## src/rtl/tl_buffer_ad_if.sv

```systemverilog
// ---------------------------------------------------------------------------
// tl_buffer_ad_if -- one TileLink-UL link carrying an A (request) channel
// and a D (response) channel.
//
// master modport: drives A (valid + bits), accepts D (drives d_ready).
// slave  modport: accepts A (drives a_ready), drives D (valid + bits).
//
// A bits : opcode[2:0] param[2:0] size[3:0] source[4:0] address[32:0]
//          mask[7:0] data[63:0]
// D bits : opcode[2:0] param[1:0] size[3:0] source[4:0] sink[1:0]
//          denied data[63:0] corrupt
// ---------------------------------------------------------------------------
interface tl_buffer_ad_if;
   logic        a_valid;
   logic        a_ready;
   logic [2:0]  a_bits_opcode;
   logic [2:0]  a_bits_param;
   logic [3:0]  a_bits_size;
   logic [4:0]  a_bits_source;
   logic [32:0] a_bits_address;
   logic [7:0]  a_bits_mask;
   logic [63:0] a_bits_data;

   logic        d_valid;
   logic        d_ready;
   logic [2:0]  d_bits_opcode;
   logic [1:0]  d_bits_param;
   logic [3:0]  d_bits_size;
   logic [4:0]  d_bits_source;
   logic [1:0]  d_bits_sink;
   logic        d_bits_denied;
   logic [63:0] d_bits_data;
   logic        d_bits_corrupt;

   modport master (
      output a_valid, a_bits_opcode, a_bits_param, a_bits_size, a_bits_source,
             a_bits_address, a_bits_mask, a_bits_data,
      input  a_ready,
      input  d_valid, d_bits_opcode, d_bits_param, d_bits_size, d_bits_source,
             d_bits_sink, d_bits_denied, d_bits_data, d_bits_corrupt,
      output d_ready
   );

   modport slave (
      input  a_valid, a_bits_opcode, a_bits_param, a_bits_size, a_bits_source,
             a_bits_address, a_bits_mask, a_bits_data,
      output a_ready,
      output d_valid, d_bits_opcode, d_bits_param, d_bits_size, d_bits_source,
             d_bits_sink, d_bits_denied, d_bits_data, d_bits_corrupt,
      input  d_ready
   );
endinterface

```

## src/rtl/tl_buffer_ad.sv

```systemverilog
// ---------------------------------------------------------------------------
// tl_buffer_ad -- TileLink A/D channel buffer.
//
// Each channel passes through its own DEPTH-entry FIFO. Payloads are stored
// verbatim; the buffer is burst-agnostic and the two channels never interact.
//
// Ports:
//   clock    : single clock, rising edge
//   reset    : asynchronous, active-high; clears pointers and counts only
//   auto_in  : slave side facing the crossbar (A in, D out)
//   auto_out : master side facing the slave   (A out, D in)
//
// Parameter DEPTH : entries per channel queue (2, 4 or 8).
//
// Macro TL_BUFFER_D_FLOW_EN : when defined, an empty D queue forwards the
// incoming D beat combinationally (zero latency) and does not store a beat
// that is consumed in the same cycle. The A queue never flows through.
// ---------------------------------------------------------------------------
module tl_buffer_ad #(
   parameter int DEPTH = 2
) (
   input logic            clock,
   input logic            reset,
   tl_buffer_ad_if.slave  auto_in,
   tl_buffer_ad_if.master auto_out
);
   localparam int IW = $clog2(DEPTH);
   localparam int PW = IW + 1;
   localparam int AW = 120;
   localparam int DW = 82;
   localparam logic [PW-1:0] FULL = PW'(DEPTH);

   // ---------------- A channel ----------------
   logic [AW-1:0] a_mem_q [DEPTH];
   logic [PW-1:0] a_wptr_q, a_wptr_d, a_rptr_q, a_rptr_d, a_cnt_q, a_cnt_d;
   logic [AW-1:0] a_wdata, a_rdata;
   logic          a_enq, a_deq;

   assign a_wdata = {auto_in.a_bits_opcode, auto_in.a_bits_param, auto_in.a_bits_size,
                     auto_in.a_bits_source, auto_in.a_bits_address, auto_in.a_bits_mask,
                     auto_in.a_bits_data};
   assign a_rdata = a_mem_q[a_rptr_q[IW-1:0]];

   assign auto_in.a_ready  = (a_cnt_q != FULL);
   assign auto_out.a_valid = (a_cnt_q != '0);
   assign {auto_out.a_bits_opcode, auto_out.a_bits_param, auto_out.a_bits_size,
           auto_out.a_bits_source, auto_out.a_bits_address, auto_out.a_bits_mask,
           auto_out.a_bits_data} = a_rdata;

   assign a_enq = auto_in.a_valid & auto_in.a_ready;
   assign a_deq = auto_out.a_valid & auto_out.a_ready;

   always_comb begin
      a_wptr_d = a_wptr_q + PW'(a_enq);
      a_rptr_d = a_rptr_q + PW'(a_deq);
      a_cnt_d  = a_cnt_q + PW'(a_enq) - PW'(a_deq);
   end

   always_ff @(posedge clock or posedge reset) begin
      if (reset) begin
         a_wptr_q <= '0;
         a_rptr_q <= '0;
         a_cnt_q  <= '0;
      end else begin
         a_wptr_q <= a_wptr_d;
         a_rptr_q <= a_rptr_d;
         a_cnt_q  <= a_cnt_d;
      end
   end

   always_ff @(posedge clock) begin
      if (a_enq) a_mem_q[a_wptr_q[IW-1:0]] <= a_wdata;
   end

   // ---------------- D channel ----------------
   logic [DW-1:0] d_mem_q [DEPTH];
   logic [PW-1:0] d_wptr_q, d_wptr_d, d_rptr_q, d_rptr_d, d_cnt_q, d_cnt_d;
   logic [DW-1:0] d_wdata, d_rdata, d_obits;
   logic          d_enq, d_deq;

   assign d_wdata = {auto_out.d_bits_opcode, auto_out.d_bits_param, auto_out.d_bits_size,
                     auto_out.d_bits_source, auto_out.d_bits_sink, auto_out.d_bits_denied,
                     auto_out.d_bits_data, auto_out.d_bits_corrupt};
   assign d_rdata = d_mem_q[d_rptr_q[IW-1:0]];

   assign auto_out.d_ready = (d_cnt_q != FULL);

`ifdef TL_BUFFER_D_FLOW_EN
   logic d_flow;
   assign d_flow = (d_cnt_q == '0);
   // Reset gates the bypass so the crossbar sees no D beat while in reset.
   assign auto_in.d_valid = d_flow ? (auto_out.d_valid & ~reset) : 1'b1;
   assign d_obits         = d_flow ? d_wdata : d_rdata;
   // A bypassed beat taken this cycle must not also be stored.
   assign d_enq = auto_out.d_valid & auto_out.d_ready & ~(d_flow & auto_in.d_ready);
   assign d_deq = auto_in.d_ready & ~d_flow;
`else
   assign auto_in.d_valid = (d_cnt_q != '0);
   assign d_obits         = d_rdata;
   assign d_enq = auto_out.d_valid & auto_out.d_ready;
   assign d_deq = auto_in.d_valid & auto_in.d_ready;
`endif

   assign {auto_in.d_bits_opcode, auto_in.d_bits_param, auto_in.d_bits_size,
           auto_in.d_bits_source, auto_in.d_bits_sink, auto_in.d_bits_denied,
           auto_in.d_bits_data, auto_in.d_bits_corrupt} = d_obits;

   always_comb begin
      d_wptr_d = d_wptr_q + PW'(d_enq);
      d_rptr_d = d_rptr_q + PW'(d_deq);
      d_cnt_d  = d_cnt_q + PW'(d_enq) - PW'(d_deq);
   end

   always_ff @(posedge clock or posedge reset) begin
      if (reset) begin
         d_wptr_q <= '0;
         d_rptr_q <= '0;
         d_cnt_q  <= '0;
      end else begin
         d_wptr_q <= d_wptr_d;
         d_rptr_q <= d_rptr_d;
         d_cnt_q  <= d_cnt_d;
      end
   end

   always_ff @(posedge clock) begin
      if (d_enq) d_mem_q[d_wptr_q[IW-1:0]] <= d_wdata;
   end

`ifndef SYNTHESIS
   // Protocol checks: output payload must hold while stalled, and a full
   // queue must never be written.
   logic          a_stall_q, d_stall_q;
   logic [AW-1:0] a_seen_q;
   logic [DW-1:0] d_seen_q;

   always_ff @(posedge clock or posedge reset) begin
      if (reset) begin
         a_stall_q <= 1'b0;
         d_stall_q <= 1'b0;
      end else begin
         a_stall_q <= auto_out.a_valid & ~auto_out.a_ready;
         d_stall_q <= auto_in.d_valid & ~auto_in.d_ready;
      end
   end

   always_ff @(posedge clock) begin
      a_seen_q <= a_rdata;
      d_seen_q <= d_obits;
   end

   always @(posedge clock) begin
      if (!reset && a_stall_q && auto_out.a_valid && (a_rdata != a_seen_q)) begin
         $error("tl_buffer_ad: A payload changed while stalled");
         $fatal(1, "tl_buffer_ad: A stability violation");
      end
      if (!reset && d_stall_q && auto_in.d_valid && (d_obits != d_seen_q)) begin
         $error("tl_buffer_ad: D payload changed while stalled");
         $fatal(1, "tl_buffer_ad: D stability violation");
      end
      if (!reset && ((a_enq && a_cnt_q == FULL) || (d_enq && d_cnt_q == FULL))) begin
         $error("tl_buffer_ad: write into full queue");
         $fatal(1, "tl_buffer_ad: overflow");
      end
   end
`endif
endmodule

```

## src/flat_wrapper.sv

```systemverilog
// flat-port wrapper written by rule: the top's interface ports become plain ports
module tl_buffer_ad_flat 
#(
   parameter int DEPTH = 2
)
  (clock, reset, auto_in_a_valid, auto_in_a_bits_opcode, auto_in_a_bits_param, auto_in_a_bits_size, auto_in_a_bits_source, auto_in_a_bits_address, auto_in_a_bits_mask, auto_in_a_bits_data, auto_in_a_ready, auto_in_d_valid, auto_in_d_bits_opcode, auto_in_d_bits_param, auto_in_d_bits_size, auto_in_d_bits_source, auto_in_d_bits_sink, auto_in_d_bits_denied, auto_in_d_bits_data, auto_in_d_bits_corrupt, auto_in_d_ready, auto_out_a_valid, auto_out_a_bits_opcode, auto_out_a_bits_param, auto_out_a_bits_size, auto_out_a_bits_source, auto_out_a_bits_address, auto_out_a_bits_mask, auto_out_a_bits_data, auto_out_a_ready, auto_out_d_valid, auto_out_d_bits_opcode, auto_out_d_bits_param, auto_out_d_bits_size, auto_out_d_bits_source, auto_out_d_bits_sink, auto_out_d_bits_denied, auto_out_d_bits_data, auto_out_d_bits_corrupt, auto_out_d_ready);
  tl_buffer_ad_if auto_in_i ();
  tl_buffer_ad_if auto_out_i ();
  input logic clock;
  input logic reset;
  input wire logic [$bits(auto_in_i.a_valid)-1:0] auto_in_a_valid;
  input wire logic [$bits(auto_in_i.a_bits_opcode)-1:0] auto_in_a_bits_opcode;
  input wire logic [$bits(auto_in_i.a_bits_param)-1:0] auto_in_a_bits_param;
  input wire logic [$bits(auto_in_i.a_bits_size)-1:0] auto_in_a_bits_size;
  input wire logic [$bits(auto_in_i.a_bits_source)-1:0] auto_in_a_bits_source;
  input wire logic [$bits(auto_in_i.a_bits_address)-1:0] auto_in_a_bits_address;
  input wire logic [$bits(auto_in_i.a_bits_mask)-1:0] auto_in_a_bits_mask;
  input wire logic [$bits(auto_in_i.a_bits_data)-1:0] auto_in_a_bits_data;
  output wire logic [$bits(auto_in_i.a_ready)-1:0] auto_in_a_ready;
  output wire logic [$bits(auto_in_i.d_valid)-1:0] auto_in_d_valid;
  output wire logic [$bits(auto_in_i.d_bits_opcode)-1:0] auto_in_d_bits_opcode;
  output wire logic [$bits(auto_in_i.d_bits_param)-1:0] auto_in_d_bits_param;
  output wire logic [$bits(auto_in_i.d_bits_size)-1:0] auto_in_d_bits_size;
  output wire logic [$bits(auto_in_i.d_bits_source)-1:0] auto_in_d_bits_source;
  output wire logic [$bits(auto_in_i.d_bits_sink)-1:0] auto_in_d_bits_sink;
  output wire logic [$bits(auto_in_i.d_bits_denied)-1:0] auto_in_d_bits_denied;
  output wire logic [$bits(auto_in_i.d_bits_data)-1:0] auto_in_d_bits_data;
  output wire logic [$bits(auto_in_i.d_bits_corrupt)-1:0] auto_in_d_bits_corrupt;
  input wire logic [$bits(auto_in_i.d_ready)-1:0] auto_in_d_ready;
  output wire logic [$bits(auto_out_i.a_valid)-1:0] auto_out_a_valid;
  output wire logic [$bits(auto_out_i.a_bits_opcode)-1:0] auto_out_a_bits_opcode;
  output wire logic [$bits(auto_out_i.a_bits_param)-1:0] auto_out_a_bits_param;
  output wire logic [$bits(auto_out_i.a_bits_size)-1:0] auto_out_a_bits_size;
  output wire logic [$bits(auto_out_i.a_bits_source)-1:0] auto_out_a_bits_source;
  output wire logic [$bits(auto_out_i.a_bits_address)-1:0] auto_out_a_bits_address;
  output wire logic [$bits(auto_out_i.a_bits_mask)-1:0] auto_out_a_bits_mask;
  output wire logic [$bits(auto_out_i.a_bits_data)-1:0] auto_out_a_bits_data;
  input wire logic [$bits(auto_out_i.a_ready)-1:0] auto_out_a_ready;
  input wire logic [$bits(auto_out_i.d_valid)-1:0] auto_out_d_valid;
  input wire logic [$bits(auto_out_i.d_bits_opcode)-1:0] auto_out_d_bits_opcode;
  input wire logic [$bits(auto_out_i.d_bits_param)-1:0] auto_out_d_bits_param;
  input wire logic [$bits(auto_out_i.d_bits_size)-1:0] auto_out_d_bits_size;
  input wire logic [$bits(auto_out_i.d_bits_source)-1:0] auto_out_d_bits_source;
  input wire logic [$bits(auto_out_i.d_bits_sink)-1:0] auto_out_d_bits_sink;
  input wire logic [$bits(auto_out_i.d_bits_denied)-1:0] auto_out_d_bits_denied;
  input wire logic [$bits(auto_out_i.d_bits_data)-1:0] auto_out_d_bits_data;
  input wire logic [$bits(auto_out_i.d_bits_corrupt)-1:0] auto_out_d_bits_corrupt;
  output wire logic [$bits(auto_out_i.d_ready)-1:0] auto_out_d_ready;
  assign auto_in_i.a_valid = auto_in_a_valid;
  assign auto_in_i.a_bits_opcode = auto_in_a_bits_opcode;
  assign auto_in_i.a_bits_param = auto_in_a_bits_param;
  assign auto_in_i.a_bits_size = auto_in_a_bits_size;
  assign auto_in_i.a_bits_source = auto_in_a_bits_source;
  assign auto_in_i.a_bits_address = auto_in_a_bits_address;
  assign auto_in_i.a_bits_mask = auto_in_a_bits_mask;
  assign auto_in_i.a_bits_data = auto_in_a_bits_data;
  assign auto_in_a_ready = auto_in_i.a_ready;
  assign auto_in_d_valid = auto_in_i.d_valid;
  assign auto_in_d_bits_opcode = auto_in_i.d_bits_opcode;
  assign auto_in_d_bits_param = auto_in_i.d_bits_param;
  assign auto_in_d_bits_size = auto_in_i.d_bits_size;
  assign auto_in_d_bits_source = auto_in_i.d_bits_source;
  assign auto_in_d_bits_sink = auto_in_i.d_bits_sink;
  assign auto_in_d_bits_denied = auto_in_i.d_bits_denied;
  assign auto_in_d_bits_data = auto_in_i.d_bits_data;
  assign auto_in_d_bits_corrupt = auto_in_i.d_bits_corrupt;
  assign auto_in_i.d_ready = auto_in_d_ready;
  assign auto_out_a_valid = auto_out_i.a_valid;
  assign auto_out_a_bits_opcode = auto_out_i.a_bits_opcode;
  assign auto_out_a_bits_param = auto_out_i.a_bits_param;
  assign auto_out_a_bits_size = auto_out_i.a_bits_size;
  assign auto_out_a_bits_source = auto_out_i.a_bits_source;
  assign auto_out_a_bits_address = auto_out_i.a_bits_address;
  assign auto_out_a_bits_mask = auto_out_i.a_bits_mask;
  assign auto_out_a_bits_data = auto_out_i.a_bits_data;
  assign auto_out_i.a_ready = auto_out_a_ready;
  assign auto_out_i.d_valid = auto_out_d_valid;
  assign auto_out_i.d_bits_opcode = auto_out_d_bits_opcode;
  assign auto_out_i.d_bits_param = auto_out_d_bits_param;
  assign auto_out_i.d_bits_size = auto_out_d_bits_size;
  assign auto_out_i.d_bits_source = auto_out_d_bits_source;
  assign auto_out_i.d_bits_sink = auto_out_d_bits_sink;
  assign auto_out_i.d_bits_denied = auto_out_d_bits_denied;
  assign auto_out_i.d_bits_data = auto_out_d_bits_data;
  assign auto_out_i.d_bits_corrupt = auto_out_d_bits_corrupt;
  assign auto_out_d_ready = auto_out_i.d_ready;
  tl_buffer_ad #(.DEPTH(DEPTH)) u_core (.clock(clock), .reset(reset), .auto_in(auto_in_i), .auto_out(auto_out_i));
endmodule
```

## config.mk

```make
export PLATFORM = sky130hd
export DESIGN_NAME = tl_buffer_ad_flat
export DESIGN_NICKNAME = d
export VERILOG_FILES = /design/src/rtl/tl_buffer_ad_if.sv /design/src/rtl/tl_buffer_ad.sv /design/src/flat_wrapper.sv
export SDC_FILE = /design/constraint.sdc
export NUM_CORES = 1
export LEC_CHECK = 0
export CAP_MARGIN = 20
export CORE_UTILIZATION = 47
export DETAILED_ROUTE_END_ITERATION = 10
export PLACE_DENSITY = 0.85
export SLEW_MARGIN = 20
export SYNTH_ARGS = -nofsm -noshare
export SYNTH_HDL_FRONTEND = slang
export SYNTH_SLANG_ARGS = --single-unit
export TNS_END_PERCENT = 100
```

## constraint.sdc

```tcl
create_clock -name clock -period 4.45 [get_ports clock]
set_input_delay 0.89 -clock clock [delete_from_list [all_inputs] [get_ports clock]]
set_output_delay 0.89 -clock clock [all_outputs]
set_load 0.02 [all_outputs]
```

==> metrics.txt, run 1 <==
internal power 9.78 mW; reg-to-reg critical path endpoint u_core.d_mem_q[0][36]$_DFFE_PP_; cells along the critical path buf_12 -> mux2_2 -> clkdlybuf4s50_1; total core area 31500 µm²; Total GRT Usage between 10% and 20%; cell area power density 674 nW/µm²; Switching Share 30.8%; CP Max Fanout 46; final hold violations 0; max cap viols 0; post-cts repair resize count 0; count of cell types in the netlist 14; number of DRC markers in iteration 0 a little over 400; CTS tree built; CP startpoint kind register; clock latency on the worst-skew pair approximately 0.52 ns; RSZ-0062 raised after global routing no; antenna violations before repair 5; Yosys warning count 0; worst slew pin tran ~0.70 ns; WL final 33100 µm; Setup Buffers After CTS 0; CTS Sinks between 400 and 500; Logic pwr share 36.9%; register bit total from synthesis a little over 400; Worst Path Arrival between 2 and 3 ns; Final min period roughly 3.6 ns; max incr delay on CP 0.87 ns; Psw 4.36 mW; Via density a little over 5; Hold WC Path Type reg2reg; vias post-DR 7858; DRC errors left 0; chip width 181 µm; Leakage Power 7.11 nW; Avg Cell Area, Syn 22.5 µm²; placed cell count between 1k and 1.5k; Routed Antenna Nets 0; CP Capture Point auto_out_a_bits_data[27]; Slew HR between 50 and 60%; final worst slack 0.846 ns; DP Worst Slack 1.40 ns; status finished clean; setup violators final 0; clk_skew 0.0131 ns; Setup TNS 0 ns; Die Y-Extent 181 µm; Final Max Tran Viols 0; sequential cell area fraction in the yosys report 82.0%; fin cells 1550; clock tree buffer depth 3; # H-tree levels 2; nature of the critical path endpoint output port; layout cells sized above 1 around a quarter; die area 32700 µm²; Synth Net Count between 800 and 900; CP startpoint u_core.a_rptr_q[0]$_DFF_PP0_; Top-Level Pins 414; cts hold-fix bufs 0; sequential share of power 40.2%; CP Depth 3; first-pass GRT wire length roughly 48000 µm; nets 1331; Final period util 81.0%; CP top delay family buffers and inverters; # fillers between 2k and 2.5k; FP Rows 65; wire length per cell approximately 21 µm; vias in the first global route ~8.2k; Layout area overhead 39.6%; largest net degree at the start of global routing 74; Clock Pin Slew Worst Setup and Hold Paths 0.05 ns; reg2reg setup slack 2.33 ns; initial core utilization a little under half; synthesized area roughly 15000 µm²; Worst Path Required roughly 3.6 ns; worst r2r src u_core.d_cnt_q[1]$_DFF_PP0_; TritonRoute pass-1 iters 4; Remaining Overflow, GRT 0; gpl congestion 0.834; Inserted Clock Buffers 42; R2R cell count 4; Max Clk Rate 277 MHz; Clk pwr share between 20% and 30%; root buffer cell clkbuf_16; critical path's slowest cell dfrtp_4; peak supply drop 478 µV; CP Class reg2out; Port Buf Inserts 413; synthesized instance count roughly 670; Buf/Inv on CP 2; DPL Wire Length around 22000 µm
[how the worst min path moves through the flow]
| stage | start | to | slack (ns) | cells past startpoint |
|---|---|---|---|---|
| finish | u_core.a_cnt_q[1]$_DFF_PP0_ | u_core.a_cnt_q[1]$_DFF_PP0_ | 0.52 | 1 |
| CTS | u_core.a_cnt_q[1]$_DFF_PP0_ | u_core.a_cnt_q[1]$_DFF_PP0_ | 0.53 | 1 |
| detailed placement | u_core.a_cnt_q[1]$_DFF_PP0_ | u_core.a_cnt_q[1]$_DFF_PP0_ | 0.51 | 1 |
| global placement | u_core.a_cnt_q[1]$_DFF_PP0_ | u_core.a_cnt_q[1]$_DFF_PP0_ | 0.51 | 1 |
| global route | u_core.a_cnt_q[1]$_DFF_PP0_ | u_core.a_cnt_q[1]$_DFF_PP0_ | 0.56 | 1 |
| floorplan | u_core.a_cnt_q[1]$_DFF_PP0_ | u_core.a_cnt_q[1]$_DFF_PP0_ | 0.48 | 1 |
[power groups by stage]
stage | Sequential, mW | Clock [mW] | Combinational (mW)
floorplan | 5.60 | 0 | 3.06
global placement | 5.71 | 0 | 5.15
finish | 5.68 | 3.25 | 5.22
CTS | 5.69 | 3.31 | 5.27
global route | 5.76 | 3.46 | 5.45
detailed placement | 5.75 | 0 | 5.22
[metal layers]
layer	track usage, %	vias to the layer above	wire length, µm
li1	-	3548	-
met1	22.1	3882	12200
met2	33.9	355	16900
met3	6.31	71	2900
met4	7.93	2	1080
met5	0	-	13
[worst reg2reg max path: stages (launching register included)]
cell      delay [ns]
dfrtp_1         0.42
nand2b_1        0.13
and2_1          0.29
ha_4            0.58
buf_12          0.36
[synth_stat cells]
cell type / instances / share of area, %
edfxtp_1: 404 / 81
mux2_2: 202 / 15
buf_6: 9 / 0.67
inv_1: 9 / 0.22
buf_4: 8 / 0.40
dfrtp_1: 8 / 1.3
ha_1: 8 / 0.67
buf_2: 5 / 0.17
xnor2_1: 4 / 0.23
and2_1: 2 / 0.083
nand2b_1: 2 / 0.083
o21a_1: 2 / 0.10
or2_2: 2 / 0.083
xor2_1: 2 / 0.12
[flip-flops by register name (all words and copies together) (netlist names)]
register	count
u_core.a_mem_q	240
u_core.d_mem_q	164
u_core.d_wptr_q	1
u_core.a_rptr_q	1
u_core.a_cnt_q	2
u_core.a_wptr_q	1
u_core.d_cnt_q	2
u_core.d_rptr_q	1
[per-stage QoR]
stage / hold slack, ns / utilization [%] / total power, mW / instance area (µm²)
final: 0.520 / 66.7 / 14.1 / 21000
after global routing: 0.557 / 66.7 / 14.7 / 21000
after CTS: 0.527 / 66.7 / 14.3 / 21000
after detailed placement: 0.507 / 62.6 / 11.0 / 19700
after global placement: 0.508 / 62.6 / 10.9 / 19700
after floorplan: 0.481 / - / 8.66 / 15000
[cells by family after synthesis]
| family | after synthesis | synth area share (%) |
|---|---|---|
| AOI/OAI and AO/OA | 2 | 0.0999 |
| xor gates and xnor gates | 6 | 0.350 |
| adders and majority gates | 8 | 0.666 |
| buffers and inverters | 31 | 1.46 |
| DFF | 412 | 82.0 |
| muxes | 202 | 15.1 |
| and+or+nand+nor | 6 | 0.250 |
[cell type report]
type | count | area [µm²] | share of cell area (%)
Multi-Input combinational cell | 224 | 2530 | 12.1
Inverter | 9 | 33.8 | 0.161
Clock inverter | 20 | 154 | 0.733
Antenna cell | 4 | 10.0 | 0.0477
Clock buffer | 53 | 1110 | 5.31
Sequential cell | 412 | 12300 | 58.8
Timing Repair Buffer | 426 | 4310 | 20.5
Tap cell | 402 | 503 | 2.40
[cell usage in the layout, fill, tap and decap left out, types with 2 or more instances in the layout]
master	n
dfrtp_1	6
inv_1	9
o21a_1	2
clkinv_4	2
edfxtp_1	404
xor2_1	2
clkbuf_1	10
or2_2	2
and2_1	2
diode_2	4
dfrtp_4	2
xnor2_1	4
nand2b_1	2
bufinv_16	2
ha_1	4
clkbuf_16	43
buf_12	6
clkdlybuf4s50_1	413
buf_4	7
clkinv_2	6
mux2_2	202
ha_4	4
clkinv_1	8
No activity file was read; power rests on OpenSTA's default activity.
==> run 2, diff against run 1 <==
Settings changed: CORE_UTILIZATION 47 to 43, PLACE_DENSITY 0.85 to 0.83.
Clock period 4.45 ns to 3.1 ns, I/O delays scaled along.
==> run 2 against run 1 <==
Core utilization fell by 4.9 points. First-iteration DRC count fell by 5.9%. Sequential power rose by 40%. Highest routed layer unchanged. Clock-buffer cell count rose by 2. Critical endpoint is now auto_in_d_bits_data[17]. Final cell count rose by 4.3%. Clock skew rose by 0.0026 ns. Sequential cell count did not move.
==> metrics.txt, run 2 (synthesized netlist as in run 1, its figures left out) <==
initial core utilization 43.6% (-4.1 points); Final min period 3.00 ns; gpl congestion 0.836 (+0.16%); Worst Path Arrival 2.38 ns (-0.33 ns); fin cells 1616 (+4.3%); Max Clk Rate between 300 and 400 MHz; CP Class reg2out; final worst slack 0.100 ns (-0.746 ns); wire length per cell 21.2 µm (-0.41%); Layout Utilization 61.8% (-4.9 points); TritonRoute pass-1 iters 4 (unchanged); Top-Level Pins 414 (unchanged); CP Max Fanout 19 (-59%); nature of the critical path endpoint output port; Hold WC Path Type in2async; total core area 34500 µm² (+9.5%); WL final 34300 µm (+3.8%); Routed Antenna Nets 0 (unchanged); Total Power 20.8 mW (+47%); Remaining Overflow, GRT 0 (unchanged); Port Buf Inserts 413 (unchanged); Total GRT Usage 18.8% (-0.72 points); Via density 4.86 (-4.1%); largest net degree at the start of global routing 53 (-28%); placed cell count 1531 (+3.9%); setup violators final 0 (unchanged); chip width 189 µm (+4.5%); CTS tree built; # H-tree levels 2 (unchanged); worst slew pin tran 0.343 ns (-0.353 ns); root buffer cell clkbuf_16; CTS Sinks 412 (unchanged); FP Rows 68 (+4.6%); final hold violations 0 (unchanged); WHS 0.336 ns (-0.184 ns); DRC errors left 0 (unchanged); number of DRC markers in iteration 0 386 (-5.9%); Inserted Clock Buffers 42 (unchanged); vias in the first global route 8397 (+2.2%); cts hold-fix bufs 0 (unchanged); Layout area overhead 41.7%; GR Util met3 4.02% (-2.3 points); reg2reg setup slack 1.19 ns (-1.14 ns); CP startpoint kind register; cell area power density 976 nW/µm² (+45%); Final Max Tran Viols 0 (unchanged); Final period util 96.8%; max reg flops 240 (unchanged); RSZ-0062 raised after global routing no; # fillers 2468 (+23%); DP Worst Slack 0.432 ns (-0.969 ns); clock tree buffer depth 3 (unchanged); GR Layer Usage met2 33.4% (-0.57 points); DPL Wire Length 23800 µm (+6.9%); antenna violations before repair 4 (-1); die area 35700 µm² (+9.2%); clock latency on the worst-skew pair 0.54 ns (+0.02 ns); vias post-DR 7855 (-0.038%); layout cells sized above 1 25.2% (+0.89 points); nets 1343 (+0.90%); Clock Pin Slew Worst Setup and Hold Paths 0.06 ns (about the same); leading cell type in the layout, fill and taps excluded clkdlybuf4s50_1; layer with the highest usage met2; Slew HR 77.1% (+24 points); clk_skew 0.0157 ns (+0.00257 ns); met1 usage 21.6% (-0.53 points); most frequent cells in the layout clkdlybuf4s50_1, edfxtp_1, mux2_2; first-pass GRT wire length 49900 µm (+4.4%); Worst Path Required 2.48 ns (-1.08 ns); Die Y-Extent 189 µm (+4.5%); status finished clean; peak supply drop 579 µV (+21%); max cap viols 0 (unchanged); Leakage Power 7.23 nW (+1.7%)
-- run 2: what timing repair did --
action                                  CTS  global route
endpoints found under the setup margin   94             1
buffers inserted                          7             0
resized for setup                         0             1
gates cloned                              0             0
-- run 2: per-stage QoR --
stage | setup TNS [ns] | cell area [µm²]
2_1_floorplan | -247.87 | 15000
3_5_place_dp | 0 | 19900
5_1_grt | 0 | 21300
6_report | 0 | 21300
4_1_cts | 0 | 21300
3_3_place_gp | 0 | 19900
-- run 2: area by class of cell --
cell class	count	area (µm²)	area share, %
sequential	412	12300	57.9
timing repair buffer	438	4480	21.0
multi-input combinational	224	2530	11.9
clock buffer	55	1190	5.61
tap	455	569	2.67
clock inverter	21	144	0.676
inverter	9	33.8	0.159
antenna	2	5.00	0.0235
-- run 2: per-layer routing --
| metal | up-vias | part of all wire [%] |
|---|---|---|
| met4 | 4 | 4.3 |
| met1 | 3904 | 37 |
| li1 | 3579 | - |
| met2 | 278 | 53 |
| met3 | 90 | 5.1 |
| met5 | - | 0.079 |
-- run 2: where the power goes --
part	internal, mW	total [mW]	switching (mW)
clock	2.86	4.85	1.99
combinational	3.90	7.97	4.07
sequential	7.62	7.95	0.338
-- run 2: final timing paths --
| check | startpoint | end | cells past startpoint |
|---|---|---|---|
| min | reset | u_core.d_rptr_q[0]$_DFF_PP0_ | 2 |
| min reg2reg | u_core.a_cnt_q[1]$_DFF_PP0_ | u_core.a_cnt_q[1]$_DFF_PP0_ | 1 |
| max reg2reg | u_core.a_cnt_q[1]$_DFF_PP0_ | u_core.a_mem_q[1][51]$_DFFE_PP_ | 4 |
| min in group clock | u_core.a_cnt_q[1]$_DFF_PP0_ | u_core.a_cnt_q[1]$_DFF_PP0_ | 1 |
| max | u_core.d_rptr_q[0]$_DFF_PP0_ | auto_in_d_bits_data[17] | 3 |
| max in group asynchronous | reset | u_core.a_rptr_q[0]$_DFF_PP0_ | 2 |
-- run 2: critical path, stage by stage (launching register included) --
cell and delay, ns:
dfrtp_4 0.53, buf_4 0.32, mux2_2 0.41, clkdlybuf4s50_1 0.57
